<file path="config.mk">
export PLATFORM = sky130hd
export DESIGN_NAME = mul_div_unit
export DESIGN_NICKNAME = d
export VERILOG_FILES = /design/src/rtl/mul_div_unit_pkg.sv /design/src/rtl/md_sign_fix.sv /design/src/rtl/mul_div_unit.sv
export SDC_FILE = /design/constraint.sdc
export NUM_CORES = 1
export LEC_CHECK = 0
export BUFFER_PORTS_ARGS = -buffer_cell sky130_fd_sc_hd__buf_4
export CAP_MARGIN = 20
export CORE_ASPECT_RATIO = 1.5
export CORE_MARGIN = 10
export CORE_UTILIZATION = 60
export DETAILED_ROUTE_END_ITERATION = 10
export GPL_TIMING_DRIVEN = 0
export PLACE_DENSITY = 0.81
export SYNTH_ARGS = -nofsm -noshare
export SYNTH_HDL_FRONTEND = slang
export SYNTH_SLANG_ARGS = --single-unit
</file>
<file path="constraint.sdc">
create_clock -name clk_i -period 12.3 [get_ports clk_i]
set_input_delay 2.46 -clock clk_i [delete_from_list [all_inputs] [get_ports clk_i]]
set_output_delay 2.46 -clock clk_i [all_outputs]
set_load 0.01 [all_outputs]
</file>
<file path="src/rtl/mul_div_unit_pkg.sv">
// Shared encodings for the iterative multiply/divide unit.
// No logic; op codes, FSM states and counter sizing only.
// Backpressure: n/a.
package mul_div_unit_pkg;

    localparam logic [1:0] MD_MULTU = 2'b00;
    localparam logic [1:0] MD_MULT  = 2'b01;
    localparam logic [1:0] MD_DIVU  = 2'b10;
    localparam logic [1:0] MD_DIV   = 2'b11;

    typedef enum logic [1:0] {
        MD_IDLE = 2'd0,
        MD_RUN  = 2'd1,
        MD_FIN  = 2'd2
    } md_state_e;

    function automatic int md_cnt_w(input int size);
        return $clog2(size) + 1;
    endfunction

endpackage

</file>
<file path="src/rtl/md_sign_fix.sv">
// Turns magnitude product / quotient+remainder into signed HI/LO.
// Latency: combinational. Backpressure: none.
// Sign flags are only ever set for signed ops, so unsigned results pass through.
module md_sign_fix #(
    parameter int size = 32
) (
    input  logic            is_div,
    input  logic            neg_a,
    input  logic            neg_b,
    input  logic [size-1:0] mag_hi,
    input  logic [size-1:0] mag_lo,
    output logic [size-1:0] hi,
    output logic [size-1:0] lo
);

    logic [2*size-1:0] prod_neg;

    assign prod_neg = -{mag_hi, mag_lo};

    always_comb begin
        hi = mag_hi;
        lo = mag_lo;
        if (!is_div) begin
            if (neg_a ^ neg_b) {hi, lo} = prod_neg;
        end else begin
            // quotient truncates toward zero, remainder follows the dividend
            if (neg_a ^ neg_b) lo = -mag_lo;
            if (neg_a)         hi = -mag_hi;
        end
    end

endmodule

</file>
<file path="src/rtl/mul_div_unit.sv">
// Iterative multiply/divide producing HI/LO, one bit per cycle.
// Latency: size+1 cycles from accepted start to done_o.
// Backpressure: start_i ignored while busy_o; abort_i cancels silently.
module mul_div_unit
    import mul_div_unit_pkg::*;
#(
    parameter int size = 32
) (
    input  logic            clk_i,
    input  logic            rst_i,
    input  logic            start_i,
    input  logic            abort_i,
    input  logic [1:0]      op_i,
    input  logic [size-1:0] src1_i,
    input  logic [size-1:0] src2_i,
    output logic            busy_o,
    output logic            done_o,
    output logic [size-1:0] hi_o,
    output logic [size-1:0] lo_o
);

    localparam int CW = md_cnt_w(size);

    md_state_e       state, state_nxt;
    logic [CW-1:0]   cnt;
    logic            is_div, neg_a, neg_b;
    logic [size-1:0] acc, qm, opb;
    logic [size-1:0] hi_q, lo_q, fix_hi, fix_lo;
    logic            done_q;

    logic            div_zero, a_neg_in, b_neg_in;
    logic [size-1:0] mag_a, mag_b;
    logic [size:0]   add_sum, mul_s, shl, diff;

    // A zero divisor runs the raw dividend unsigned: the restoring loop then
    // yields all-ones quotient and the untouched dividend as remainder.
    assign div_zero = op_i[1] && (src2_i == '0);
    assign a_neg_in = op_i[0] && src1_i[size-1] && !div_zero;
    assign b_neg_in = op_i[0] && src2_i[size-1];
    assign mag_a    = a_neg_in ? -src1_i : src1_i;
    assign mag_b    = b_neg_in ? -src2_i : src2_i;

    assign add_sum = {1'b0, acc} + {1'b0, opb};
    assign mul_s   = qm[0] ? add_sum : {1'b0, acc};
    assign shl     = {acc, qm[size-1]};
    assign diff    = shl - {1'b0, opb};

    always_ff @(posedge clk_i or posedge rst_i) begin
        if (rst_i) state <= MD_IDLE;
        else       state <= state_nxt;
    end

    always_comb begin
        state_nxt = state;
        case (state)
            MD_IDLE: if (start_i && !abort_i) state_nxt = MD_RUN;
            MD_RUN: begin
                if (abort_i)              state_nxt = MD_IDLE;
                else if (cnt == CW'(1))   state_nxt = MD_FIN;
            end
            MD_FIN:  state_nxt = MD_IDLE;
            default: state_nxt = MD_IDLE;
        endcase
    end

    always_ff @(posedge clk_i or posedge rst_i) begin
        if (rst_i) begin
            cnt    <= '0;
            is_div <= 1'b0;
            neg_a  <= 1'b0;
            neg_b  <= 1'b0;
            acc    <= '0;
            qm     <= '0;
            opb    <= '0;
            hi_q   <= '0;
            lo_q   <= '0;
            done_q <= 1'b0;
        end else begin
            done_q <= 1'b0;
            case (state)
                MD_IDLE: begin
                    if (start_i && !abort_i) begin
                        is_div <= op_i[1];
                        neg_a  <= a_neg_in;
                        neg_b  <= b_neg_in;
                        acc    <= '0;
                        cnt    <= CW'(size);
                        qm     <= op_i[1] ? mag_a : mag_b;
                        opb    <= op_i[1] ? mag_b : mag_a;
                    end
                end
                MD_RUN: begin
                    if (!abort_i) begin
                        cnt <= cnt - CW'(1);
                        if (is_div) begin
                            // restoring step; diff's top bit is the borrow
                            if (!diff[size]) begin
                                acc <= diff[size-1:0];
                                qm  <= {qm[size-2:0], 1'b1};
                            end else begin
                                acc <= shl[size-1:0];
                                qm  <= {qm[size-2:0], 1'b0};
                            end
                        end else begin
                            acc <= mul_s[size:1];
                            qm  <= {mul_s[0], qm[size-1:1]};
                        end
                    end
                end
                MD_FIN: begin
                    if (!abort_i) begin
                        hi_q   <= fix_hi;
                        lo_q   <= fix_lo;
                        done_q <= 1'b1;
                    end
                end
                default: ;
            endcase
        end
    end

    md_sign_fix #(.size(size)) u_sign_fix (
        .is_div (is_div),
        .neg_a  (neg_a),
        .neg_b  (neg_b),
        .mag_hi (acc),
        .mag_lo (qm),
        .hi     (fix_hi),
        .lo     (fix_lo)
    );

    assign busy_o = (state != MD_IDLE);
    assign done_o = done_q;
    assign hi_o   = hi_q;
    assign lo_o   = lo_q;

endmodule

</file>
==> results.cfg, run 1 <==
[timing]
slew_viol_final = 0
hold_ws_ns = 0.480
max_freq_mhz = 168
tightestPinTransition_ns = 1.14
final.setup.tns_ns = 0
fin_crit_sh_pct = 48.5
finalSetupViolations = 0
maxSlewHeadroom_pct = 23.6
hold_viol_final = 0
finalClockSkew_ns = 0.0223
period_needed_ns = 5.96
rsz0062_at_grt = false

[power_and_ir_drop]
p_comb_share_pct = 62.1
cellPowerDensity_nw_per_um2 = 238
pwr-share-seq_pct = 24.6
leakagePower_nw = 7.20
peakVddDrop_uv = 146
pwr-share-clk_pct = 13.3
p_sw_w = 0.00200
finalPower_w = 0.00391
switching_share_pct = 51.2
p_int_w = 0.00191

[clocking]
clkSinkCount = 172
tritoncts = yes
cts_buffers = 17
cts_setup_buffers = 0
clkSlewWorstSetupHoldPaths_ns = 0.07
hold_buffers = 0
cts_root_buf = clkbuf_16
clock_path_buffers = 2
ctsResizeCount = 0
clk_latency_ns = 0.46
cts-htree-levels = 4

[final_layout]
diodes = 0
fin_nets = 2143
area_delta_synth_final_pct = 13.7
drive_gt1_share_pct = 10.1
final_common_cell = o21ai_0
final_cell_mix = 211 x o21ai_0, 205 x nand2_1, 197 x a21oi_1, 172 x dfrtp_1, 135 x buf_4

[synth]
syn_inst = 1846
synth-xor-area-share_pct = 10.6
synth_ff_type = dfrtp_1
synth_compound_area_share_pct = 26.9
synth_edf_count = 0
netlist.area_leader.share_pct = 29.8
yosys.area_share.simple_pct = 17.6
yosysTopAreaCell = dfrtp_1
postSynth.asyncResetShare_pct = 100
syn_area_sq_um = 14400
synth.area.top_cells = dfrtp_1 30%, o21ai_0 7.3%, a21oi_1 6.8%
synth_top_family_by_area = compound AO/OA/AOI/OAI gates
syn_nets = 1988
synth-seq-area-share_pct = 29.8
yosys_warnings = 0
ys_seq_elements = 172
synthAdderAreaFrac_pct = 6.34
synthMuxAreaShare_pct = 3.59
syn_area_per_cell_sq_um = 7.83
synthDistinctLibCells = 82

[setup_path]
cp-end-kind = flop
arrival_ns = 6.26
cp.required_ns = 12.60
worst-setup-path-type = in -> reg
max_stage_delay_ns = 0.75
worstRegToRegCells = 12
crit_fanout = 10
crit_slowest_cell = o21ai_0
start_kind = input port
cp_cell_sequence = buf_4 -> or3_1 -> nor3b_1 -> nand4_1 -> o311ai_2 -> buf_2 -> a21oi_1 -> xor2_1 -> o21ai_0 -> a31oi_1

[routing]
routed_wl_microns = 56500
avgViaCountPerCell = 6.59
wl_per_cell_microns = 24.2
dr_total_vias = 15400
drc = 0
drtAntennaViolNets = 0
first_pass_iters = 7
drt_iter0_markers = 1446

[global_route]
grt_max_degree = 121
grt_use_total_pct = 35.6
grt_pass1_vias = 15200
antenna_found_initial = 1
gr-total-overflow = 0
grt_pass1_wl_microns = 85900

[place]
place.gp.congestion = 1.04
hpwl_microns = 43500
place.port_buffers = 135

[flow_run]
drv_cap = 0

[die]
fp.coreArea_sq_um = 23700
die_x_microns = 147
die_height_microns = 210
die_area_sq_um = 30800
rows = 69
start_util_pct = 60.9
io_pins = 136

[hold_path]
min_path_cells = 2
worstHoldPathType = reg -> reg

[status]
outcome = finished clean
[synthesized netlist by cell type (13+ instances only)]
cell type	count
o21ai_0	211
o211ai_1	17
clkbuf_1	102
nand2_1	205
a21oi_1	197
nand3_1	21
a211oi_1	16
xnor2_1	101
nand2b_1	19
and3_1	13
nor3_1	52
o22ai_1	18
ha_1	70
o21ai_1	23
a21o_1	27
o41ai_1	14
dfrtp_1	172
inv_1	68
nor4_1	20
o31ai_1	20
a31oi_1	18
nor2_1	130
or4_1	14
o21a_1	13
mux2i_1	44
xor2_1	74
[critical path: cells and delay by family]
family                    cells  cell delay (ns)
xor gates and xnor gates      1             0.20
and+or+nand+nor               3             1.33
buffers and inverters         2             0.57
AOI/OAI and AO/OA             4             1.68
[layer usage]
layer | up-vias | routed length [microns] | global-route usage [%]
li1 | 6969 | - | -
met1 | 7308 | 19700 | 38.2
met2 | 832 | 28100 | 62.1
met3 | 250 | 4260 | 6.24
met4 | 0 | 4420 | 24.9
met5 | - | 0 | 0
[final timing paths]
kind                            startpoint  endpoint  slack [ns]
max in group asynchronous            rst_i   opb[11]        9.38
worst min-delay path              hi_o[27]  hi_o[27]        0.48
worst max-delay path             src2_i[4]    qm[25]        6.34
worst min register to register    hi_o[27]  hi_o[27]        0.48
min in group asynchronous            rst_i  hi_o[20]        2.00
worst max register to register      acc[0]    acc[9]        7.72
[logic make-up (layout without fill, tap and decap cells)]
family / after synthesis / in the layout
mux: 51 / 51
compound gates: 649 / 649
fa+ha+maj: 72 / 72
buf+inv: 189 / 356
xor+xnor: 175 / 175
simple gates: 538 / 538
flops: 172 / 172
[through the flow]
step	util [%]	cells	area (sq um)	setup WS, ns
floorplan	-	1846	14400	5.18
finish	69.2	2332	16400	6.34
global route	69.2	2332	16400	6.17
detailed placement	67.0	2301	15900	6.25
CTS	69.2	2332	16400	6.70
global placement	66.8	2300	15900	3.42
[power groups by stage]
stage          logic, W  registers [W]  clock network (W)
2_1_floorplan   0.00170       0.000876                  0
3_3_place_gp    0.00230       0.000953                  0
3_5_place_dp    0.00235       0.000956                  0
4_1_cts         0.00237       0.000946           0.000516
5_1_grt         0.00265       0.000972           0.000539
6_report        0.00243       0.000964           0.000520
[cell type report]
type | instances | area [sq um]
clock buffer | 18 | 429
clock inverter | 13 | 108
fill | 2053 | 7310
inverter | 70 | 270
multi-input combinational | 1485 | 9410
timing repair buffer | 136 | 1040
sequential | 172 | 4300
buffer | 119 | 475
tap | 319 | 399
[state kept, by name (all words and copies together), names as in the netlist]
name    cells
acc        32
cnt         6
done_o      1
hi_o       32
is_div      1
lo_o       32
neg_a       1
neg_b       1
opb        32
qm         32
state       2
(Power assumes the default switching activity.)
==> inputs of run 2 (changes only) <==
Clock period 12.3 ns to 6.1 ns, I/O delays scaled along.
==> run 2 against run 1 <==
Net effect: sequential share of layout area barely moved; hold slack barely moved; critical path depth did not move; combinational power rose by 100%; clock power rose by 100%; flip-flop and latch count did not move; total power rose by 100%; critical path type unchanged; critical endpoint unchanged; largest power group unchanged.
==> results.cfg, run 2 (same netlist as run 1, synthesis figures left out) <==
[setup_path]
startpoint = src2_i[4]
worstRegToRegCells = 12
cp-end-kind = flop
r2r-end = acc[9]
worst-setup-path-type = in -> reg
arrival_ns = 5.04
r2r_setup_slack_ns = 1.51
cp.required_ns = 6.40
start_kind = input port
r2r_start = acc[0]
crit_fanout = 10

[routing]
drtAntennaViolNets = 0
dr_total_vias = 15400
avgViaCountPerCell = 6.61
wl_per_cell_microns = 24.2
drt_iter0_markers = 1472
first_pass_iters = 8
routed_wl_microns = 56500
drc = 0

[final_layout]
final_cells = 2333
nFillCells = 2052
final_cell_mix = 211 x o21ai_0, 205 x nand2_1, 197 x a21oi_1, 172 x dfrtp_1, 135 x buf_4
drive_gt1_share_pct = 10.1
area_delta_synth_final_pct = 13.8
final_common_cell = o21ai_0
fin_nets = 2143

[global_route]
grt_use_total_pct = 35.6
gr-total-overflow = 0
grt_pass1_vias = 15200
grt_max_degree = 121
grt_pass1_wl_microns = 85900
antenna_found_initial = 2

[die]
fp.coreArea_sq_um = 23700
die_x_microns = 147
rows = 69
io_pins = 136
die_area_sq_um = 30800
die_height_microns = 210
start_util_pct = 60.9

[clocking]
ctsResizeCount = 0
cts_buffers = 17
clkSinkCount = 172
clock_path_buffers = 2
hold_buffers = 0
cts_root_buf = clkbuf_16
clk_latency_ns = 0.46
cts-htree-levels = 4
tritoncts = yes
clkSlewWorstSetupHoldPaths_ns = 0.07
cts_setup_buffers = 0

[hold_path]
hold_path_end = hi_o[27]
min_path_cells = 2
hp-start = hi_o[27]
worstHoldPathType = reg -> reg

[timing]
slew_viol_final = 0
hold_viol_final = 0
tightestPinTransition_ns = 1.17
fin_crit_sh_pct = 77.6
final.setup.tns_ns = 0
max_freq_mhz = 211
period_needed_ns = 4.74
finalClockSkew_ns = 0.0230
maxSlewHeadroom_pct = 21.4
finalSetupViolations = 0
rsz0062_at_grt = false

[power_and_ir_drop]
finalPower_w = 0.00790
leakagePower_nw = 7.20
cellPowerDensity_nw_per_um2 = 480
peakVddDrop_uv = 289

[place]
placedCellCount = 2301
hpwl_microns = 43500
place.gp.congestion = 1.04
place.port_buffers = 135

[status]
outcome = finished clean

[flow_run]
drv_cap = 0
==> run 2: power by group <==
group | internal, W | total [W] | leakage [nW] | switching (W)
Combinational | 0.00187 | 0.00491 | 4.68 | 0.00303
Sequential | 0.00145 | 0.00194 | 2.25 | 0.000493
Clock | 0.000530 | 0.00105 | 0.263 | 0.000519
Total | 0.00385 | 0.00790 | 7.20 | 0.00405
==> run 2: area by class of cell <==
type                    count  area (sq um)  area share, %
inverters                  70           270           1.64
well taps                 319           399           2.43
flip-flops and latches    172          4300           26.2
clock buffers              18           429           2.61
repair buffers            136          1040           6.33
diodes                      1          2.50         0.0152
clock inverters            13           108          0.655
multi-input cells        1485          9410           57.2
plain buffers             119           475           2.89
==> run 2: metrics by stage <==
step                area (sq um)  hold slack [ns]  setup WS [ns]  util (%)
floorplan                  14400            0.475          0.220         -
global placement           15900            0.458          -1.54      66.8
detailed placement         15900            0.471           1.29      67.0
CTS                        16400            0.487           1.64      69.2
global route               16400            0.517           1.21      69.2
finish                     16400            0.480           1.36      69.2
==> run 2: how the worst max path moves through the flow <==
stage	cells after the start	to	slack, ns
floorplan	1	acc[0]	0.22
global placement	2	opb[16]	-1.54
detailed placement	10	opb[21]	1.29
CTS	11	acc[31]	1.64
global route	10	qm[25]	1.21
finish	10	qm[25]	1.36
==> run 2: per-layer routing <==
metal  vias to the layer above  part of all wire (%)  wire length (microns)  track usage (%)
met4                         0                   7.7                   4330             25.3
met1                      7357                    35                  19700             38.0
met5                         -                     0                      0                0
met3                       246                   7.6                   4290             6.43
li1                       6969                     -                      -                -
met2                       845                    50                  28100             62.0
==> run 2: critical path, stage by stage <==
cell	delay (ns)
buf_4	0.11
or3_1	0.41
nor3b_1	0.59
nand4_1	0.38
o311ai_2	0.67
buf_2	0.46
a21oi_1	0.11
xor2_1	0.21
o21ai_0	0.71
a31oi_1	0.16
